[src/rtl/burrito_secuenciador.sv]
// Instruction sequencer/decoder for the Burrito datapath: fetches 18-bit words
// from a synchronous ROM starting at address 0 and issues one write per instruction.
module burrito_secuenciador #(
  parameter int PC_W   = 6,
  parameter int ADDR_W = 5,
  parameter int SEL_W  = 4
) (
  input  logic              clk,
  input  logic              rst,
  input  logic              start,
  input  logic [17:0]       instr_in,
  output logic              mem_rd,
  output logic [PC_W-1:0]   pc_out,
  output logic [ADDR_W-1:0] Dir1,
  output logic [ADDR_W-1:0] Dir2,
  output logic [ADDR_W-1:0] DirEs,
  output logic [SEL_W-1:0]  Selec,
  output logic              we,
  output logic              busy,
  output logic              done,
  output logic [PC_W:0]     instr_count
);

  typedef enum logic [2:0] {
    S_IDLE,
    S_FETCH,
    S_DECODE,
    S_EXEC,
    S_DONE
  } state_t;

  state_t          r_state;
  state_t          w_state_next;
  logic [PC_W-1:0] r_pc;
  logic [PC_W-1:0] w_pc_next;
  logic [17:0]     r_ir;
  logic [17:0]     w_ir_next;
  logic [PC_W:0]   r_count;
  logic [PC_W:0]   w_count_next;
  logic            w_last_addr;
  logic            w_dest_zero;

  assign w_last_addr = (r_pc == {PC_W{1'b1}});
  assign w_dest_zero = (r_ir[7:3] == 5'd0);

  always_ff @(posedge clk or posedge rst) begin
    if (rst) begin
      r_state <= S_IDLE;
      r_pc    <= '0;
      r_ir    <= '0;
      r_count <= '0;
    end else begin
      r_state <= w_state_next;
      r_pc    <= w_pc_next;
      r_ir    <= w_ir_next;
      r_count <= w_count_next;
    end
  end

  always_comb begin
    w_state_next = r_state;
    w_pc_next    = r_pc;
    w_ir_next    = r_ir;
    w_count_next = r_count;
    case (r_state)
      S_IDLE: begin
        if (start) begin
          w_state_next = S_FETCH;
          w_pc_next    = '0;
          w_count_next = '0;
        end
      end
      S_FETCH: w_state_next = S_DECODE;
      S_DECODE: begin
        // A HALT word leaves IR untouched so the Dir/Selec outputs keep the last real instruction.
        if (instr_in == 18'd0) begin
          w_state_next = S_DONE;
        end else begin
          w_state_next = S_EXEC;
          w_ir_next    = instr_in;
        end
      end
      S_EXEC: begin
        w_count_next = r_count + (PC_W+1)'(1);
        if (w_last_addr) begin
          w_state_next = S_DONE;
        end else begin
          w_pc_next    = r_pc + PC_W'(1);
          w_state_next = S_FETCH;
        end
      end
      S_DONE:  w_state_next = S_IDLE;
      default: w_state_next = S_IDLE;
    endcase
  end

  // Outputs decode straight from registers, so the async reset clears them without a clock.
  assign mem_rd      = (r_state == S_FETCH);
  assign we          = (r_state == S_EXEC) && !w_dest_zero;
  assign busy        = (r_state == S_FETCH) || (r_state == S_DECODE) || (r_state == S_EXEC);
  assign done        = (r_state == S_DONE);
  assign pc_out      = r_pc;
  assign instr_count = r_count;
  assign Dir1        = ADDR_W'(r_ir[17:13]);
  assign Dir2        = ADDR_W'(r_ir[12:8]);
  assign DirEs       = ADDR_W'(r_ir[7:3]);
  assign Selec       = SEL_W'(r_ir[2:0]);

endmodule

[config.mk]
export PLATFORM = sky130hd
export DESIGN_NAME = burrito_secuenciador
export DESIGN_NICKNAME = d
export VERILOG_FILES = /design/src/rtl/burrito_secuenciador.sv
export SDC_FILE = /design/constraint.sdc
export NUM_CORES = 1
export LEC_CHECK = 0
export ABC_AREA = 1
export CAP_MARGIN = 20
export CORE_MARGIN = 10
export CORE_UTILIZATION = 40
export DETAILED_ROUTE_END_ITERATION = 7
export PLACE_DENSITY = 0.72
export SETUP_SLACK_MARGIN = 0.05
export SLEW_MARGIN = 20
export SYNTH_ARGS = -nofsm -noshare
export SYNTH_HDL_FRONTEND = slang
export SYNTH_SLANG_ARGS = --single-unit
[constraint.sdc]
create_clock -name clk -period 1.4 [get_ports clk]
set_clock_uncertainty 0.15 [all_clocks]
set_input_delay 0.28 -clock clk [delete_from_list [all_inputs] [get_ports clk]]
set_output_delay 0.28 -clock clk [all_outputs]
set_load 0.03 [all_outputs]
# After elaboration in Yosys (flattened, before gate mapping)
# Index checks and enable logic that the tools add are counted.
# classes
add_sub_neg	2
n_eq_ne	7
muxes	9
bitwise_logic	1
n_reduce_logical	11
# op_table
cell	count
$logic_not 18->1	1
$pmux 7 s2	1
$mux 6	2
$pmux 3 s4	1
$pmux 6 s2	1
$mux 3	3
$add 7x1->7 const B	1
$mux 7	1
$add 6x1->6 const B	1
$eq 3x2->1 const B	2
$eq 6x6->1 const B	1
$logic_not 5->1	1
$ne 2x2->1 const B	2
$reduce_and 2->1	2
$eq 3x1->1 const B	1
$eq 3x3->1 const B	1
$logic_not 3->1	1
$reduce_and 3->1	1
$logic_or 1x1->1	2
$reduce_bool 2->1	1
$logic_and 1x1->1	1
$logic_not 1->1	1
$not 1->1	1
# word_totals
regBits	34
input_bits	21
word_cells	34

# Logic depth before layout (Yosys ltp)
# logic_depth
word_depth	3
mapped_depth	8
depth_no_buf	8

# Worst setup path before layout
# Ideal clock, no wire load.
# synth_path
kind	flip-flop to output port
start	register r_state[1]
end	output port done
arrival_time_ps	1130
required_ps	970
slack_ps	-160
path_stages_with_launch	2
path_buffers	0
cell_sequence	dfrtp_1 > nor3_1
# synth_between
elab_chain_len	1
# synth_lines
item	line_no	source
start, declared	32	state_t r_state;
start signal, assigned	53	r_state <= w_state_next;
$eq 3x3->1	101	assign done = (r_state == S_DONE);
end, declared	20	output logic done,
# No other way between the ends.

# Worst setup path in the final report
# layout_path
start	register r_state[2]
end	output port we
# layout_between
elab_chain_len	2
# layout_lines
item	line_no	source
$eq 3x2->1	99	assign we = (r_state == S_EXEC) && !w_dest_zero;
$logic_and 1x1->1	99	
end, declared	18	output logic we,
# No other way between the ends.

==> flow_metrics.tcl <==
set metrics [dict create \
    footprint_of_the_flip_flops_and_latches_um2 859.6 \
    ys_async_sr_fraction_pct 100.0 \
    violated_checks "negative setup slack" \
    cap_violations 0 \
    power.switching_uw 3108 \
    dr.first_iter.drc_count 107 \
    synth_cell_type_count 25 \
    flow.area_growth_from_synthesis_pct 76.94 \
    grt_antenna_before_repair 0 \
    finalHoldViolations 0 \
    globalRouteTotalUtil_pct 14.11 \
    flop_and_latch_count_out_of_synthesis 34 \
    viasPerCell 5.052 \
    drtAntennaViolNets 0 \
    grt_first_pass_wirelength_um 8397 \
    internal_uw 3616 \
    critical_path_required_ns 0.97 \
    portBuffers 55 \
    maximum_number_of_pins_on_one_net_before_global_route_repair 35 \
    drt-total-wl_um 5934 \
    die_x_um 84.43 \
    numCtsBuffers 5 \
    synth.net_count 232 \
    r2r.worst_path.cells 7 \
    antenna_cells 0 \
    cts_tree "yes" \
    worst_setup_path_start_kind "flop" \
    cts_sinks 34 \
    rsz_0062_raised_after_global_routing "yes" \
    layout.filler_cells 277 \
    ctsHtreeMaxLevel 2 \
    first_global_vias 1769 \
    detail_route.drc_violations 0 \
    height_of_the_chip_um 84.43 \
    run_status "finished with violations" \
    clockPowerShare_pct 11.5 \
    kind_of_critical_path "reg2out" \
    design.die.area_um2 7128 \
    num-nets-final 338 \
    synthesis.area_um2 1660 \
    setup.worst_path.end_class "output pin" \
    initial_core_util_pct 41.51 \
    slowest_stage "sky130_fd_sc_hd__dfrtp_1" \
    io_pins 57 \
    seqPwrFrac_pct 26.7 \
    place_inst 335 \
    critical_path.max_stage_delay_ns 0.40 \
    number_of_placement_rows 23 \
    post_synth.cell_area_avg_um2 7.944 \
    finalCoreUtilization_pct 73.44 \
    finalCriticalPeriod_ns 1.630 \
    dr.pass1.iters 4 \
    average_wire_per_standard_cell_um 16.21 \
    layout-drive-gt1-share_pct 49.05 \
    timing_max_transition_violations_final 0 \
    ys.warnings.count 0 \
    cts_buffer_depth 2 \
    timing.final.crit_share_pct 116.4 \
    floorplan_core_area_um2 4000 \
    synth_seq_area_share_pct 51.24 \
    grt.overflow.total 0 \
    path_clk_slew_ns 0.07 \
    netlist_instances 209 \
    cts_root_buf "sky130_fd_sc_hd__clkbuf_8" \
    achievable-frequency_mhz 613.7 \
    cts_hold_repair.buffers 0 \
    worstPathCellList "inv_2 > nand3_2 > inv_2 > o21ai_2 > inv_2 > buf_6" \
    critPathArrivalTime_ns 1.20 \
    final_cell_count_no_fill 366 \
    power_density_nw_per_um2 2289 \
    synth-edff-count 0 \
    route.vias.total 1849 \
    pwr-share-comb_pct 61.8 \
    p_leak_uw 0.001549 \
    detailed_placement_hpwl_um 3544 \
    worst_skew_pair.late_latency_ns 0.30 \
    sw_frac_of_total_pct 46.22 \
    hold_path_depth 3 \
    vdd_ir_drop_max_uv 1331 \
    synth_ff_type "sky130_fd_sc_hd__dfrtp_1" \
    cp_common_cell "sky130_fd_sc_hd__inv_2" \
    min_delay_path_class "in2reg" \
    setup_viol 35 \
    path_max_fanout 4 \
    multi_input_comb_area_um2 915.9 \
    globalplace.congestion 0.7598 \
    layout_setup_ws_ns -0.2296 \
]
==> what timing repair did <==
action	in CTS	in global routing
endpoints found under the setup margin	42	47
gates cloned	2	2
buffers inserted	16	5
gates resized for setup	38	59
pin swaps	13	15
==> worst max-delay path: cells and delay by family (launching register included) <==
family	cells	cell delay (ns)
simple gates	1	0.09
flops	1	0.40
compound gates	1	0.06
buf+inv	4	0.36
==> final timing paths <==
kind / from / to / slack [ns]
setup / recovery: r_state[2]$_DFFE_PP0P_ / we / -0.23
hold / removal: instr_in[12] / r_ir[12]$_DFFE_PP0P_ / 0.10
setup reg to reg: r_state[1]$_DFFE_PP0P_ / r_ir[7]$_DFFE_PP0P_ / -0.18
hold reg to reg: r_ir[9]$_DFFE_PP0P_ / r_ir[9]$_DFFE_PP0P_ / 0.34
max in group asynchronous: rst / instr_count[1]$_DFFE_PP0P_ / 0.73
min in group asynchronous: rst / pc_out[3]$_DFFE_PP0P_ / 0.17
==> metal layers <==
metal	global-route usage, %	vias to the layer above	routed length, µm
li1	-	882	-
met5	0	-	0
met1	16.85	872	2388
met2	23.72	76	3043
met3	3.865	19	314
met4	4.940	0	187
==> power by group through the flow <==
stage	logic, µW	registers, µW	clock network, µW
after floorplan	1120	2420	0
after global placement	3040	1730	0
after detailed placement	3100	1740	0
after CTS	3530	1730	771
after global routing	4430	1840	823
final	4150	1800	774
==> registers in the layout, summed over array words and instances, names as in the netlist <==
register     count
pc_out           6
r_state          3
r_ir            18
instr_count      7
==> synth_stat cells, types with 2 or more instances <==
master,number,share of area [%]
sky130_fd_sc_hd__buf_4,5,2.3
sky130_fd_sc_hd__dfrtp_1,34,51
sky130_fd_sc_hd__ha_1,2,1.5
sky130_fd_sc_hd__inv_1,10,2.3
sky130_fd_sc_hd__inv_2,3,0.68
sky130_fd_sc_hd__nand2_1,71,16
sky130_fd_sc_hd__nand3_1,33,9.9
sky130_fd_sc_hd__nand3_2,2,1.2
sky130_fd_sc_hd__nand4_1,2,0.75
sky130_fd_sc_hd__nor2_1,23,5.2
sky130_fd_sc_hd__o21ai_0,3,0.90
sky130_fd_sc_hd__o21ai_1,8,2.4
==> cell type report <==
type | instances | share of cell area [%]
Timing Repair Buffer | 105 | 32.67
Multi-Input combinational cell | 156 | 31.18
Sequential cell | 34 | 29.26
Clock buffer | 7 | 2.939
Tap cell | 50 | 2.129
Inverter | 13 | 1.661
Clock inverter | 1 | 0.1704
==> metrics by stage <==
step                      power [µW]  hold WS (ns)  worst slack, ns  TNS [ns]  cell area [µm²]
after CTS                       6028        0.1806          -0.1867   -0.8509             2689
after global placement          4774        0.3066          -0.3611    -7.690             2402
after global routing            7093        0.1261          -0.2765    -6.060             2938
after detailed placement        4840        0.3127          -0.4047    -8.589             2402
after floorplan                 3535        0.2713          -0.1599   -0.2670             1695
final                           6724        0.1016          -0.2296    -3.863             2938
==> layout by cell type (no fill, tap or decap), types with 2 or more instances in the layout <==
cell                              synthesis  layout
sky130_fd_sc_hd__nand2_2                  1      23
sky130_fd_sc_hd__nand2_4                  1       6
sky130_fd_sc_hd__dlygate4sd2_1            0       9
sky130_fd_sc_hd__o21ai_1                  8       5
sky130_fd_sc_hd__nand4_1                  2       2
sky130_fd_sc_hd__clkbuf_8                 0       6
sky130_fd_sc_hd__nor2_2                   0       6
sky130_fd_sc_hd__clkdlybuf4s50_1          0       3
sky130_fd_sc_hd__o21ai_2                  0       4
sky130_fd_sc_hd__inv_2                    3       5
sky130_fd_sc_hd__dfrtp_1                 34      27
sky130_fd_sc_hd__buf_4                    5      60
sky130_fd_sc_hd__buf_6                    1      20
sky130_fd_sc_hd__nand2_1                 71      43
sky130_fd_sc_hd__o21ai_0                  3       2
sky130_fd_sc_hd__dfrtp_2                  0       7
sky130_fd_sc_hd__dlymetal6s2s_1           0       8
sky130_fd_sc_hd__ha_4                     0       2
sky130_fd_sc_hd__nand3_2                  2       4
sky130_fd_sc_hd__nand3_1                 33      31
sky130_fd_sc_hd__inv_1                   10       8
sky130_fd_sc_hd__nor2_1                  23      17
sky130_fd_sc_hd__buf_8                    0       2
sky130_fd_sc_hd__buf_12                   0       2
sky130_fd_sc_hd__nand2_8                  0       2
==> cells by family after synthesis <==
group / after synthesis / share of synthesized area, %
simple gates: 137 / 35.87
fa+ha+maj: 2 / 1.507
other cells: 1 / 0.2259
buf+inv: 20 / 6.179
xor+xnor: 1 / 0.5276
compound gates: 14 / 4.446
flops: 34 / 51.24
Power figures use the tool's default switching activity.
